[src/rtl/dpi_call_serializer_if.sv]
// dpi_call_serializer_if
//   Bundles the request side and the shared-call observation side of
//   dpi_call_serializer.
//   master : request logic / testbench (drives req_valid, req_arg)
//   slave  : serializer (drives everything else)
//   Signals:
//     req_valid   [CHANNELS]        per-channel request
//     req_arg     [CHANNELS*ARG_W]  channel i at [i*ARG_W +: ARG_W]
//     req_ready   [CHANNELS]        combinational accept
//     call_active [CHANNELS]        registered active-call indicator
//     call_chan   [CH_W]            lowest active channel, 0 when idle
//     call_arg    [ARG_W]           captured argument of call_chan
//     rsp_valid   [CHANNELS]        one-cycle completion pulse
//     call_cnt    [CNT_W]           completed calls, saturating
//     failure_cnt [CNT_W]           collision cycles, saturating
interface dpi_call_serializer_if #(
  parameter int CHANNELS = 2,
  parameter int ARG_W    = 32,
  parameter int CNT_W    = 16
);
  localparam int CH_W = (CHANNELS > 1) ? $clog2(CHANNELS) : 1;

  logic [CHANNELS-1:0]       req_valid;
  logic [CHANNELS*ARG_W-1:0] req_arg;
  logic [CHANNELS-1:0]       req_ready;
  logic [CHANNELS-1:0]       call_active;
  logic [CH_W-1:0]           call_chan;
  logic [ARG_W-1:0]          call_arg;
  logic [CHANNELS-1:0]       rsp_valid;
  logic [CNT_W-1:0]          call_cnt;
  logic [CNT_W-1:0]          failure_cnt;

  modport master (
    output req_valid, req_arg,
    input  req_ready, call_active, call_chan, call_arg, rsp_valid,
           call_cnt, failure_cnt
  );

  modport slave (
    input  req_valid, req_arg,
    output req_ready, call_active, call_chan, call_arg, rsp_valid,
           call_cnt, failure_cnt
  );
endinterface

[src/rtl/dpi_call_serializer.sv]
// dpi_call_serializer
//   Funnels requests from CHANNELS independent callers onto one shared,
//   non-reentrant call resource. Round-robin arbitration, one call
//   outstanding, CALL_CYCLES cycles per call, one-cycle completion pulse.
//   A saturating collision counter records every cycle in which more than
//   one call is active.
//
//   Build option (macro DPI_SERIALIZE_EN):
//     defined   : single shared-resource FSM, round-robin grant.
//     undefined : concurrent mode, one independent FSM per channel
//                 (req_ready[i] = ~busy_i); overlaps show up in failure_cnt.
//
//   Ports:
//     clk     in  single clock, rising edge
//     rst_n   in  asynchronous active-low reset
//     io_bus  slave modport of dpi_call_serializer_if (see that file)
module dpi_call_serializer #(
  parameter int CHANNELS    = 2,
  parameter int ARG_W       = 32,
  parameter int CALL_CYCLES = 1,
  parameter int CNT_W       = 16
) (
  input  logic                 clk,
  input  logic                 rst_n,
  dpi_call_serializer_if.slave io_bus
);
  localparam int CH_W  = (CHANNELS > 1) ? $clog2(CHANNELS) : 1;
  localparam int BL_W  = (CALL_CYCLES > 1) ? $clog2(CALL_CYCLES) : 1;
  localparam int SUM_W = CNT_W + $clog2(CHANNELS + 1) + 1;
  localparam logic [BL_W-1:0]  BL_LOAD = BL_W'(CALL_CYCLES - 1);
  localparam logic [CNT_W-1:0] CNT_MAX = '1;

  logic [CHANNELS-1:0] w_ready;
  logic [CHANNELS-1:0] w_done;    // calls completing at the coming edge
  logic [CHANNELS-1:0] w_active;
  logic [CHANNELS-1:0] w_rsp;
  logic [CH_W-1:0]     w_chan;
  logic [ARG_W-1:0]    w_arg;
  logic [CNT_W-1:0]    r_call_cnt;
  logic [CNT_W-1:0]    r_fail_cnt;
  logic [SUM_W-1:0]    w_call_sum;

`ifdef DPI_SERIALIZE_EN
  typedef enum logic {S_IDLE, S_BUSY} state_t;

  state_t              r_state;
  logic [CH_W-1:0]     r_last_grant;
  logic [CH_W-1:0]     r_chan;
  logic [BL_W-1:0]     r_busy_left;
  logic [ARG_W-1:0]    r_arg;
  logic [CHANNELS-1:0] r_active;
  logic [CHANNELS-1:0] r_rsp;
  logic                w_gnt_vld;
  logic [CH_W-1:0]     w_gnt;
  logic [CH_W-1:0]     w_idx;

  // Round-robin search starting one past the last grant, wrapping.
  always_comb begin
    w_gnt_vld = 1'b0;
    w_gnt     = '0;
    w_idx     = '0;
    for (int k = 1; k <= CHANNELS; k++) begin
      w_idx = CH_W'((int'(r_last_grant) + k) % CHANNELS);
      if (!w_gnt_vld && io_bus.req_valid[w_idx]) begin
        w_gnt_vld = 1'b1;
        w_gnt     = w_idx;
      end
    end
  end

  // rst_n gating keeps ready low while reset is held even if callers
  // are already requesting.
  assign w_ready  = (rst_n && r_state == S_IDLE && w_gnt_vld) ?
                    (CHANNELS'(1) << w_gnt) : '0;
  assign w_done   = (r_state == S_BUSY && r_busy_left == '0) ? r_active : '0;
  assign w_active = r_active;
  assign w_rsp    = r_rsp;
  assign w_chan   = r_chan;
  assign w_arg    = r_arg;

  always_ff @(posedge clk or negedge rst_n) begin
    if (!rst_n) begin
      r_state      <= S_IDLE;
      r_last_grant <= CH_W'(CHANNELS - 1);   // channel 0 wins first
      r_chan       <= '0;
      r_busy_left  <= '0;
      r_arg        <= '0;
      r_active     <= '0;
      r_rsp        <= '0;
    end else begin
      r_rsp <= w_done;
      case (r_state)
        S_IDLE: begin
          if (w_gnt_vld) begin
            r_arg        <= io_bus.req_arg[int'(w_gnt)*ARG_W +: ARG_W];
            r_chan       <= w_gnt;
            r_last_grant <= w_gnt;
            r_busy_left  <= BL_LOAD;
            r_active     <= CHANNELS'(1) << w_gnt;
            r_state      <= S_BUSY;
          end
        end
        S_BUSY: begin
          if (r_busy_left == '0) begin
            r_state  <= S_IDLE;
            r_active <= '0;
            r_chan   <= '0;
          end else begin
            r_busy_left <= r_busy_left - BL_W'(1);
          end
        end
        default: r_state <= S_IDLE;
      endcase
    end
  end

`else
  logic [CHANNELS-1:0][ARG_W-1:0] w_args;
  logic                           w_found;

  for (genvar gi = 0; gi < CHANNELS; gi++) begin : g_ch
    logic            r_busy;
    logic [BL_W-1:0] r_left;
    logic [ARG_W-1:0] r_arg;
    logic            r_rsp;

    assign w_ready[gi]  = rst_n & ~r_busy;
    assign w_done[gi]   = r_busy & (r_left == '0);
    assign w_active[gi] = r_busy;
    assign w_rsp[gi]    = r_rsp;
    assign w_args[gi]   = r_arg;

    always_ff @(posedge clk or negedge rst_n) begin
      if (!rst_n) begin
        r_busy <= 1'b0;
        r_left <= '0;
        r_arg  <= '0;
        r_rsp  <= 1'b0;
      end else begin
        r_rsp <= w_done[gi];
        if (io_bus.req_valid[gi] && w_ready[gi]) begin
          r_busy <= 1'b1;
          r_left <= BL_LOAD;
          r_arg  <= io_bus.req_arg[gi*ARG_W +: ARG_W];
        end else if (w_done[gi]) begin
          r_busy <= 1'b0;
        end else if (r_busy) begin
          r_left <= r_left - BL_W'(1);
        end
      end
    end
  end

  // Report the lowest-index active channel.
  always_comb begin
    w_chan  = '0;
    w_found = 1'b0;
    for (int i = 0; i < CHANNELS; i++) begin
      if (!w_found && w_active[i]) begin
        w_found = 1'b1;
        w_chan  = CH_W'(i);
      end
    end
  end

  assign w_arg = w_args[w_chan];
`endif

  // Concurrent mode can retire several calls in one edge, so add the
  // completion count in a wider sum before saturating.
  assign w_call_sum = SUM_W'(r_call_cnt) + SUM_W'($countones(w_done));

  always_ff @(posedge clk or negedge rst_n) begin
    if (!rst_n) begin
      r_call_cnt <= '0;
      r_fail_cnt <= '0;
    end else begin
      r_call_cnt <= (w_call_sum > SUM_W'(CNT_MAX)) ? CNT_MAX
                                                   : w_call_sum[CNT_W-1:0];
      if ($countones(w_active) > 1 && r_fail_cnt != CNT_MAX)
        r_fail_cnt <= r_fail_cnt + CNT_W'(1);
    end
  end

  assign io_bus.req_ready   = w_ready;
  assign io_bus.call_active = w_active;
  assign io_bus.call_chan   = w_chan;
  assign io_bus.call_arg    = w_arg;
  assign io_bus.rsp_valid   = w_rsp;
  assign io_bus.call_cnt    = r_call_cnt;
  assign io_bus.failure_cnt = r_fail_cnt;
endmodule

[src/flat_wrapper.sv]
// flat-port wrapper written by rule: the top's interface ports become plain ports
module dpi_call_serializer_flat 
#(
  parameter int CHANNELS    = 2,
  parameter int ARG_W       = 32,
  parameter int CALL_CYCLES = 1,
  parameter int CNT_W       = 16
)
  (clk, rst_n, io_bus_req_valid, io_bus_req_arg, io_bus_req_ready, io_bus_call_active, io_bus_call_chan, io_bus_call_arg, io_bus_rsp_valid, io_bus_call_cnt, io_bus_failure_cnt);
  dpi_call_serializer_if #(.CHANNELS(CHANNELS), .ARG_W(ARG_W), .CNT_W(CNT_W)) io_bus_i ();
  input  logic clk;
  input  logic rst_n;
  input wire logic [$bits(io_bus_i.req_valid)-1:0] io_bus_req_valid;
  input wire logic [$bits(io_bus_i.req_arg)-1:0] io_bus_req_arg;
  output wire logic [$bits(io_bus_i.req_ready)-1:0] io_bus_req_ready;
  output wire logic [$bits(io_bus_i.call_active)-1:0] io_bus_call_active;
  output wire logic [$bits(io_bus_i.call_chan)-1:0] io_bus_call_chan;
  output wire logic [$bits(io_bus_i.call_arg)-1:0] io_bus_call_arg;
  output wire logic [$bits(io_bus_i.rsp_valid)-1:0] io_bus_rsp_valid;
  output wire logic [$bits(io_bus_i.call_cnt)-1:0] io_bus_call_cnt;
  output wire logic [$bits(io_bus_i.failure_cnt)-1:0] io_bus_failure_cnt;
  assign io_bus_i.req_valid = io_bus_req_valid;
  assign io_bus_i.req_arg = io_bus_req_arg;
  assign io_bus_req_ready = io_bus_i.req_ready;
  assign io_bus_call_active = io_bus_i.call_active;
  assign io_bus_call_chan = io_bus_i.call_chan;
  assign io_bus_call_arg = io_bus_i.call_arg;
  assign io_bus_rsp_valid = io_bus_i.rsp_valid;
  assign io_bus_call_cnt = io_bus_i.call_cnt;
  assign io_bus_failure_cnt = io_bus_i.failure_cnt;
  dpi_call_serializer #(.CHANNELS(CHANNELS), .ARG_W(ARG_W), .CALL_CYCLES(CALL_CYCLES), .CNT_W(CNT_W)) u_core (.clk(clk), .rst_n(rst_n), .io_bus(io_bus_i));
endmodule
[config.mk]
export PLATFORM = sky130hd
export DESIGN_NAME = dpi_call_serializer_flat
export DESIGN_NICKNAME = d
export VERILOG_FILES = /design/src/rtl/dpi_call_serializer_if.sv /design/src/rtl/dpi_call_serializer.sv /design/src/flat_wrapper.sv
export SDC_FILE = /design/constraint.sdc
export NUM_CORES = 1
export LEC_CHECK = 0
export ABC_AREA = 1
export CORE_ASPECT_RATIO = 1.2
export CORE_MARGIN = 2
export CORE_UTILIZATION = 41
export CTS_CLUSTER_SIZE = 12
export DETAILED_ROUTE_END_ITERATION = 6
export PLACE_DENSITY = 0.66
export SYNTH_ARGS = -nofsm -noshare
export SYNTH_HDL_FRONTEND = slang
export SYNTH_SLANG_ARGS = --single-unit
[constraint.sdc]
create_clock -name clk -period 4.5 [get_ports clk]
set_input_delay 0.45 -clock clk [delete_from_list [all_inputs] [get_ports clk]]
set_output_delay 0.45 -clock clk [all_outputs]
set_load 0.02 [all_outputs]
# Word level (Yosys, flattened, before mapping)
# Cells that the tools add are included.
# word_totals
inputBits	68
out_inout_bits	71
regBits	102
elab_cells	56
# op_classes
n_bitwise	8
n_eq_ne	3
n_lt_le_gt_ge	3
add_sub_neg	6
mux	15
n_reduce_logical	11
# ops
operator	count
$mux 32	2
$gt 32x2->1 const B	1
$add 16x19->19	1
$gt 19x16->1 const B	1
$add 16x1->16 const B	1
$mux 16	1
$ne 16x16->1 const B	1
$mux 1	12
$reduce_bool 2->1	4
$add 1x1->2	2
$and 1x1->1	4
$logic_and 1x1->1	4
$ne 2x2->1 const B	2
$not 1->1	4
$reduce_and 2->1	2
$lt 1x2->1 const B	1
$sub 1x1->1 const B	2
$logic_not 1->1	1

# Logic depth before layout (Yosys ltp)
# Gate-level depths: netlist of run 1.
# depth
ltp_word	6
ltp_mapped	11
depth_no_buf	11

# Least setup slack after synthesis of run 1
# Ideal clock, no wire load.
# synth_path
path_type	reg-to-reg
from	register u_core.g_ch[0].r_busy
to	register u_core.r_call_cnt[11] (netlist: u_core.io_bus.call_cnt[11])
t_arrival_ps	2004
slack_ps	2368
period_less_slack_ps	2132
stages_incl_launch_ff	11
n_path_buf	1
setup_ps	128
t_required_ps	4372
cell_sequence	dfrtp_1 > inv_1 > nor2_1 > ha_1 > ha_1 > fa_1 > nand2_1 > nor2_4 > nand4_1 > buf_2 > nand3_1
# synth_via
elab_chain_cells	5
# synth_rtl
item	line_no	source
start: declaration	dpi_call_serializer.sv:122	logic r_busy;
start signal: assignment	dpi_call_serializer.sv:135	r_busy <= 1'b0;
start signal: assignment	dpi_call_serializer.sv:142	r_busy <= 1'b1;
start signal: assignment	dpi_call_serializer.sv:146	r_busy <= 1'b0;
$and 1x1->1 (*)	dpi_call_serializer.sv:128	assign w_done[gi] = r_busy & (r_left == '0);
via u_core.w_done[0]	dpi_call_serializer.sv:34	logic [CHANNELS-1:0] w_done;
$add 1x1->2 (not written as such) (*)	dpi_call_serializer.sv:171	assign w_call_sum = SUM_W'(r_call_cnt) + SUM_W'($countones(w_done));
$add 16x19->19 (*)	dpi_call_serializer.sv:171	
$gt 19x16->1	dpi_call_serializer.sv:178	r_call_cnt <= (w_call_sum > SUM_W'(CNT_MAX)) ? CNT_MAX
$mux 16 (*)	dpi_call_serializer.sv:178	
end signal: assignment	dpi_call_serializer.sv:178	
end: declaration	dpi_call_serializer.sv:39	logic [CNT_W-1:0] r_call_cnt;
# Mark *: on every way through the listed nets, which the timed path passes. The rest lies on a longest branch.
# A chain may end at the register's enable or synchronous reset.

# Worst setup path in the final report of run 1
# layout_path
from	register u_core.g_ch[1].r_busy
to	output io_bus_call_arg[31]
# layout_via
elab_chain_cells	4
# layout_rtl
item	line_no	source
start: declaration	dpi_call_serializer.sv:122	
start signal: assignment	dpi_call_serializer.sv:135	
start signal: assignment	dpi_call_serializer.sv:142	
start signal: assignment	dpi_call_serializer.sv:146	
$logic_and 1x1->1	dpi_call_serializer.sv:159	if (!w_found && w_active[i]) begin
$mux 1	dpi_call_serializer.sv:159	
$mux 32 (not written as such) (2 in a row)	dpi_call_serializer.sv:166	assign w_arg = w_args[w_chan];
end: declaration	flat_wrapper.sv:18	output wire logic [$bits(io_bus_i.call_arg)-1:0] io_bus_call_arg;
# Every way passes these cells. The select of a mux whose other input is x is not followed.

==> flow_summary_export.csv, run 1 <==
group,metric,value,unit
grt,grt_start_max_net_pins,62,
clocking,tritoncts,"built",
routing,drt-initial-drc-count,126,
logic_synthesis,postSynthCellCount,522,
flow_run,drv_cap,0,
placement,dp_hpwl,9010,um
run_status,status,"complete, no violations",
clocking,cts_setup_buffers,0,
floorplan,start_util,0.420,
grt,grt_overflow_total,0,
setup_path,critical_path.slowest_cell,"clkdlybuf4s50_1",
routing,drc_errors,0,
sta,period_needed,2.96,ns
cells_and_area,finish.utilization,0.562,
logic_synthesis,ys_seq_area_frac,0.502,
sta,rsz0062_at_grt,"no",
setup_path,critical_path.cell_chain,"inv_2, nor2_2, inv_2, nand2_1, nand2_1, clkdlybuf4s50_1",
clocking,clock_sinks,102,
sta,worst_slack,1.54,ns
clocking,cts_buffers,9,
sta,hold_viol,0,
cells_and_area,fillers,1115,
cells_and_area,n_antenna_cell,0,
floorplan,core,12100,um^2
logic_synthesis,synth_area_leader_cell,"dfrtp_1",
grt,grt_pass1_wl,20600,um
routing,route.vias.total,3974,
clocking,cts_root_buf,"clkbuf_16",
routing,wl_per_cell,14.9,um
setup_path,start_kind,"register",
setup_path,required,4.05,ns
sta,skew,0.00562,ns
logic_synthesis,synth_area,5080,um^2
cells_and_area,multi_input_area,2270,um^2
logic_synthesis,syn_nets,595,
routing,wl,12200,um
routing,dr.pass1.iters,4,
cells_and_area,layout-drive-gt1-share,0.129,
floorplan,rows,44,
pwr,ir_drop,0.318,mV
setup_path,reg2reg_slack,2.01,ns
clocking,htreeDepth,3,
grt,grtUsageTotal,0.197,
setup_path,crit_family,"buffers and inverters",
cells_and_area,finalNetCount,727,
logic_synthesis,ys_top_cells_by_area,"dfrtp_1 50%, nand2_1 14%, mux2_1 8.0%",
sta,finalSetupViolations,0,
setup_path,critPathBufInv,3,
sta,tightest_slew,1.19,ns
sta,fin_setup_tns,0,ns
floorplan,die_w,106,um
clocking,ctsHoldBuffers,0,
min_path,hold_path.class,"primary input to asynchronous set/reset pin",
sta,period_share,0.659,
setup_path,worst_ep_arrival_time,2.51,ns
floorplan,pin_count,139,
clocking,clkTransAtPathRegs,0.07,ns
logic_synthesis,avgSynthCellArea,9.74,um^2
logic_synthesis,ys_ff_latch,102,
cells_and_area,synthToLayoutAreaGrowth,33.9,%
sta,slew_headroom,0.208,
cells_and_area,regArea,2550,um^2
clocking,cts_resized,0,
logic_synthesis,netlist.area_leader.share,0.502,
sta,report.final.slew_viol_count,0,
setup_path,slowest_delay,0.54,ns
setup_path,worstSetupEndpointType,"primary output",
logic_synthesis,yosys_warnings,0,
routing,antenna_left,0,
placement,port-buffer-count,138,
placement,place_congestion,0.829,
pwr,power.density,607,nW/um^2
clocking,cts_buffer_depth,2,
setup_path,path_class,"register to primary output",
routing,viasPerCell,4.85,
logic_synthesis,ys_types,30,
clocking,clock_latency,0.34,ns
floorplan,die_height,126,um
setup_path,path_max_fanout,32,
grt,grt_pass1_vias,4189,
floorplan,dieArea,13300,um^2
pwr,power.total,4.13,mW
placement,pre_cts_ws,1.83,ns
sta,fmax,0.337,GHz
grt,antenna_found_initial,0,
pwr,leakagePower,3.13,nW
[kinds of logic (layout without fill, tap and decap cells)]
group,Yosys count,in the layout,share of synthesized area
mux,64,64,0.157
fa+ha+maj,5,5,0.0138
xor+xnor,11,11,0.0190
flops,102,102,0.502
buf+inv,49,186,0.0519
compound gates,20,20,0.0283
simple gates,271,271,0.228
[layout by cell type (no fill, tap or decap), types with 5 or more instances in the layout]
cell type / instances
inv_2: 6
o21ai_0: 5
nor2_2: 7
dfrtp_1: 102
inv_1: 24
xor2_1: 7
o21ai_2: 8
mux2_4: 20
mux2_2: 8
nand4_1: 8
clkdlybuf4s50_1: 137
clkbuf_16: 9
nand3_1: 18
nand2_2: 11
nand2_1: 189
mux2_1: 36
nor2_1: 27
[cell usage after synthesis, drive strengths merged]
master,n
ha,4
buf,16
mux2,64
nor3,3
nand2,202
o21bai,1
inv,30
nand3,18
o21ai,16
a21oi,3
dfrtp,102
clkbuf,3
nor2,38
nand4,8
xnor2,4
fa,1
xor2,7
nand3b,1
or2,1
[final cells by class]
class                   count  area share
repair buffers            140       0.205
flip-flops and latches    102       0.375
clock inverters             5     0.00497
multi-input cells         371       0.333
inverters                  30      0.0166
clock buffers              11      0.0357
well taps                 161      0.0296
[where the power goes]
part / leakage (nW) / total [mW] / switching [mW] / internal, mW
registers: 1.25 / 1.50 / 0.238 / 1.26
logic: 1.74 / 1.91 / 0.975 / 0.932
clock network: 0.132 / 0.725 / 0.335 / 0.390
total: 3.13 / 4.13 / 1.55 / 2.58
[through the flow]
step | instance area [um^2] | hold slack [ns] | std cells
3_3_place_gp | 6530 | 0.457 | 804
6_report | 6800 | 0.0856 | 820
5_1_grt | 6800 | 0.123 | 820
2_1_floorplan | 5080 | 0.154 | 522
3_5_place_dp | 6530 | 0.463 | 804
4_1_cts | 6800 | 0.107 | 820
[registers in the layout, indices dropped and copies added, names as in the netlist]
name                       count
u_core.g_ch.r_busy             2
u_core.g_ch.r_left             2
u_core.io_bus.failure_cnt     16
u_core.g_ch.r_rsp              2
u_core.g_ch.r_arg             64
u_core.io_bus.call_cnt        16
[worst reg2reg max path, cell delays in order, from the launching register on]
cell and delay, ns:
dfrtp_1 0.44, inv_1 0.09, nor2_1 0.18, ha_1 0.27, ha_1 0.21, fa_1 0.39
nand2_1 0.17, nor2_4 0.10, nand4_1 0.34, o21ai_0 0.16
[per-layer routing]
metal,share of wire,wire length (um),global-route usage,vias to the layer above
met3,0.069,846,0.0611,11
met2,0.52,6320,0.342,103
met5,0,0,0,-
met1,0.40,4900,0.233,1935
met4,0.015,184,0.0611,0
li1,-,-,-,1925
[worst paths after layout]
check / depth (start not counted) / to / from
worst max-delay path: 6 / io_bus_call_arg[31] / u_core.g_ch[1].r_busy
worst min-delay path: 1 / u_core.io_bus.failure_cnt[7] / rst_n
worst max register to register: 9 / u_core.io_bus.call_cnt[2] / u_core.g_ch[0].r_busy
worst min register to register: 1 / u_core.g_ch[0].r_rsp / u_core.g_ch[0].r_left
max in group asynchronous: 2 / u_core.g_ch[0].r_arg[28] / rst_n
min in group clk: 1 / u_core.g_ch[0].r_rsp / u_core.g_ch[0].r_left
No activity file was read; power rests on OpenSTA's default activity.
==> run 2, diff against run 1 <==
Clock period 4.5 ns to 2.8 ns, I/O delays scaled along.
==> run 2 against run 1 <==
  * Die area did not move
  * Combinational power rose by 61%
  * Count of clock-buffer cells in the layout did not move
  * Critical path depth did not move
  * Design area rose by 1.5%
  * Register-to-register slack got worse by 1.6 ns
  * Via count barely moved
  * Largest power group unchanged
==> flow_summary_export.csv, run 2 (synthesis results as in run 1) <==
group,metric,value,unit
setup_path,path_max_fanout,32,
setup_path,start_kind,"register",
clocking,clkTransAtPathRegs,0.07,ns
clocking,ctsHoldBuffers,0,
cells_and_area,largest_reg_flops,64,
cells_and_area,fillers,1094,
cells_and_area,layout-drive-gt1-share,0.134,
cells_and_area,final_common_cell,"nand2_1",
clocking,htreeDepth,3,
routing,wl,12100,um
grt,antenna_found_initial,0,
sta,period_needed,2.53,ns
setup_path,worstSetupEndpointType,"primary output",
clocking,cts_buffers,9,
clocking,clock_latency,0.34,ns
sta,skew,0.00527,ns
placement,port-buffer-count,138,
clocking,tritoncts,"built",
floorplan,die_height,126,um
sta,tightest_slew,1.15,ns
floorplan,dieArea,13300,um^2
sta,report.final.slew_viol_count,0,
clocking,clock_sinks,102,
clocking,cts_root_buf,"clkbuf_16",
clocking,cts_setup_buffers,0,
routing,drt-initial-drc-count,109,
setup_path,path_class,"register to primary output",
clocking,cts_buffer_depth,2,
floorplan,pin_count,139,
setup_path,crit_family,"buffers and inverters",
sta,slew_headroom,0.234,
sta,fmax,0.396,GHz
clocking,cts_resized,0,
sta,period_share,0.902,
setup_path,slowest_delay,0.62,ns
floorplan,rows,44,
floorplan,core,12100,um^2
sta,fin_setup_tns,0,ns
routing,dr.pass1.iters,4,
routing,antenna_left,0,
min_path,hold_path.class,"primary input to asynchronous set/reset pin",
cells_and_area,finish.utilization,0.570,
placement,dp_hpwl,8730,um
cells_and_area,n_antenna_cell,0,
grt,grt_pass1_vias,4072,
cells_and_area,finalNetCount,731,
routing,route.vias.total,3972,
grt,grtUsageTotal,0.187,
cells_and_area,final_cell_mix,"189 x nand2_1, 137 x clkdlybuf4s50_1, 102 x dfrtp_1",
routing,drc_errors,0,
cells_and_area,synthToLayoutAreaGrowth,35.9,%
flow_run,drv_cap,0,
setup_path,critical_path.cell_chain,"inv_2, nor2_2, inv_2, nand2_1, nand2_1, clkdlybuf4s50_1",
floorplan,die_w,106,um
pwr,power.density,988,nW/um^2
sta,rsz0062_at_grt,"no",
routing,wl_per_cell,14.7,um
placement,place_congestion,0.827,
setup_path,critical_path.slowest_cell,"clkdlybuf4s50_1",
grt,grt_pass1_wl,19900,um
cells_and_area,regMostFlops,"u_core.g_ch.r_arg",
pwr,ir_drop,0.571,mV
sta,finalSetupViolations,0,
setup_path,worst_ep_arrival_time,2.25,ns
routing,viasPerCell,4.82,
run_status,status,"complete, no violations",
sta,hold_viol,0,
setup_path,required,2.52,ns
floorplan,start_util,0.420,
setup_path,critPathBufInv,3,
grt,grt_overflow_total,0,
grt,grt_start_max_net_pins,55,
pwr,leakagePower,3.18,nW
run 2: cell count changes in the layout (fill, tap and decap cells not counted), sizes merged:
cell | previous run | this run
buf | 3 | 7
bufinv | 0 | 2
clkinv | 2 | 3
clkinvlp | 2 | 0
inv | 31 | 30
run 2: metal layers:
| metal | GRT usage | vias up | wire length, um |
|---|---|---|---|
| met2 | 0.321 | 106 | 6190 |
| met3 | 0.0440 | 14 | 610 |
| met4 | 0.0596 | 0 | 172 |
| li1 | - | 1934 | - |
| met5 | 0 | - | 0 |
| met1 | 0.233 | 1918 | 5130 |
run 2: area by class of cell:
type	instances	area, um^2	area share
Tap cell	161	201	0.0292
Clock buffer	11	243	0.0351
Multi-Input combinational cell	371	2270	0.328
Sequential cell	102	2550	0.370
Clock inverter	5	82.6	0.0120
Inverter	30	113	0.0163
Timing Repair Buffer	144	1450	0.210
run 2: per-stage QoR:
| step | hold slack [ns] | cells | total power, mW | worst slack, ns | instance area (um^2) |
|---|---|---|---|---|---|
| after global placement | 0.444 | 808 | 5.47 | 0.408 | 6580 |
| after global routing | 0.124 | 824 | 7.24 | 0.104 | 6910 |
| after detailed placement | 0.449 | 808 | 5.51 | 0.383 | 6580 |
| after CTS | 0.0842 | 824 | 6.90 | 0.225 | 6910 |
| final | 0.0660 | 824 | 6.82 | 0.275 | 6910 |
| after floorplan | -0.0156 | 522 | 4.19 | 0.668 | 5080 |
run 2: path summary, 6_finish.rpt:
kind,cells past startpoint,endpoint,slack (ns),start
worst max-delay path,6,io_bus_call_arg[31],0.27,u_core.g_ch[1].r_busy
min in group clk,1,u_core.g_ch[1].r_rsp,0.46,u_core.g_ch[1].r_left
max in group asynchronous,3,u_core.io_bus.call_cnt[9],1.60,rst_n
worst min register to register,1,u_core.g_ch[1].r_rsp,0.46,u_core.g_ch[1].r_left
worst max register to register,9,u_core.io_bus.call_cnt[2],0.37,u_core.g_ch[0].r_busy
worst min-delay path,2,u_core.g_ch[1].r_arg[10],0.07,rst_n
run 2: where the power goes:
group / total, mW / internal, mW / switching [mW]
Clock: 1.36 / 0.810 / 0.546
Combinational: 3.08 / 1.51 / 1.57
Sequential: 2.39 / 2.02 / 0.361
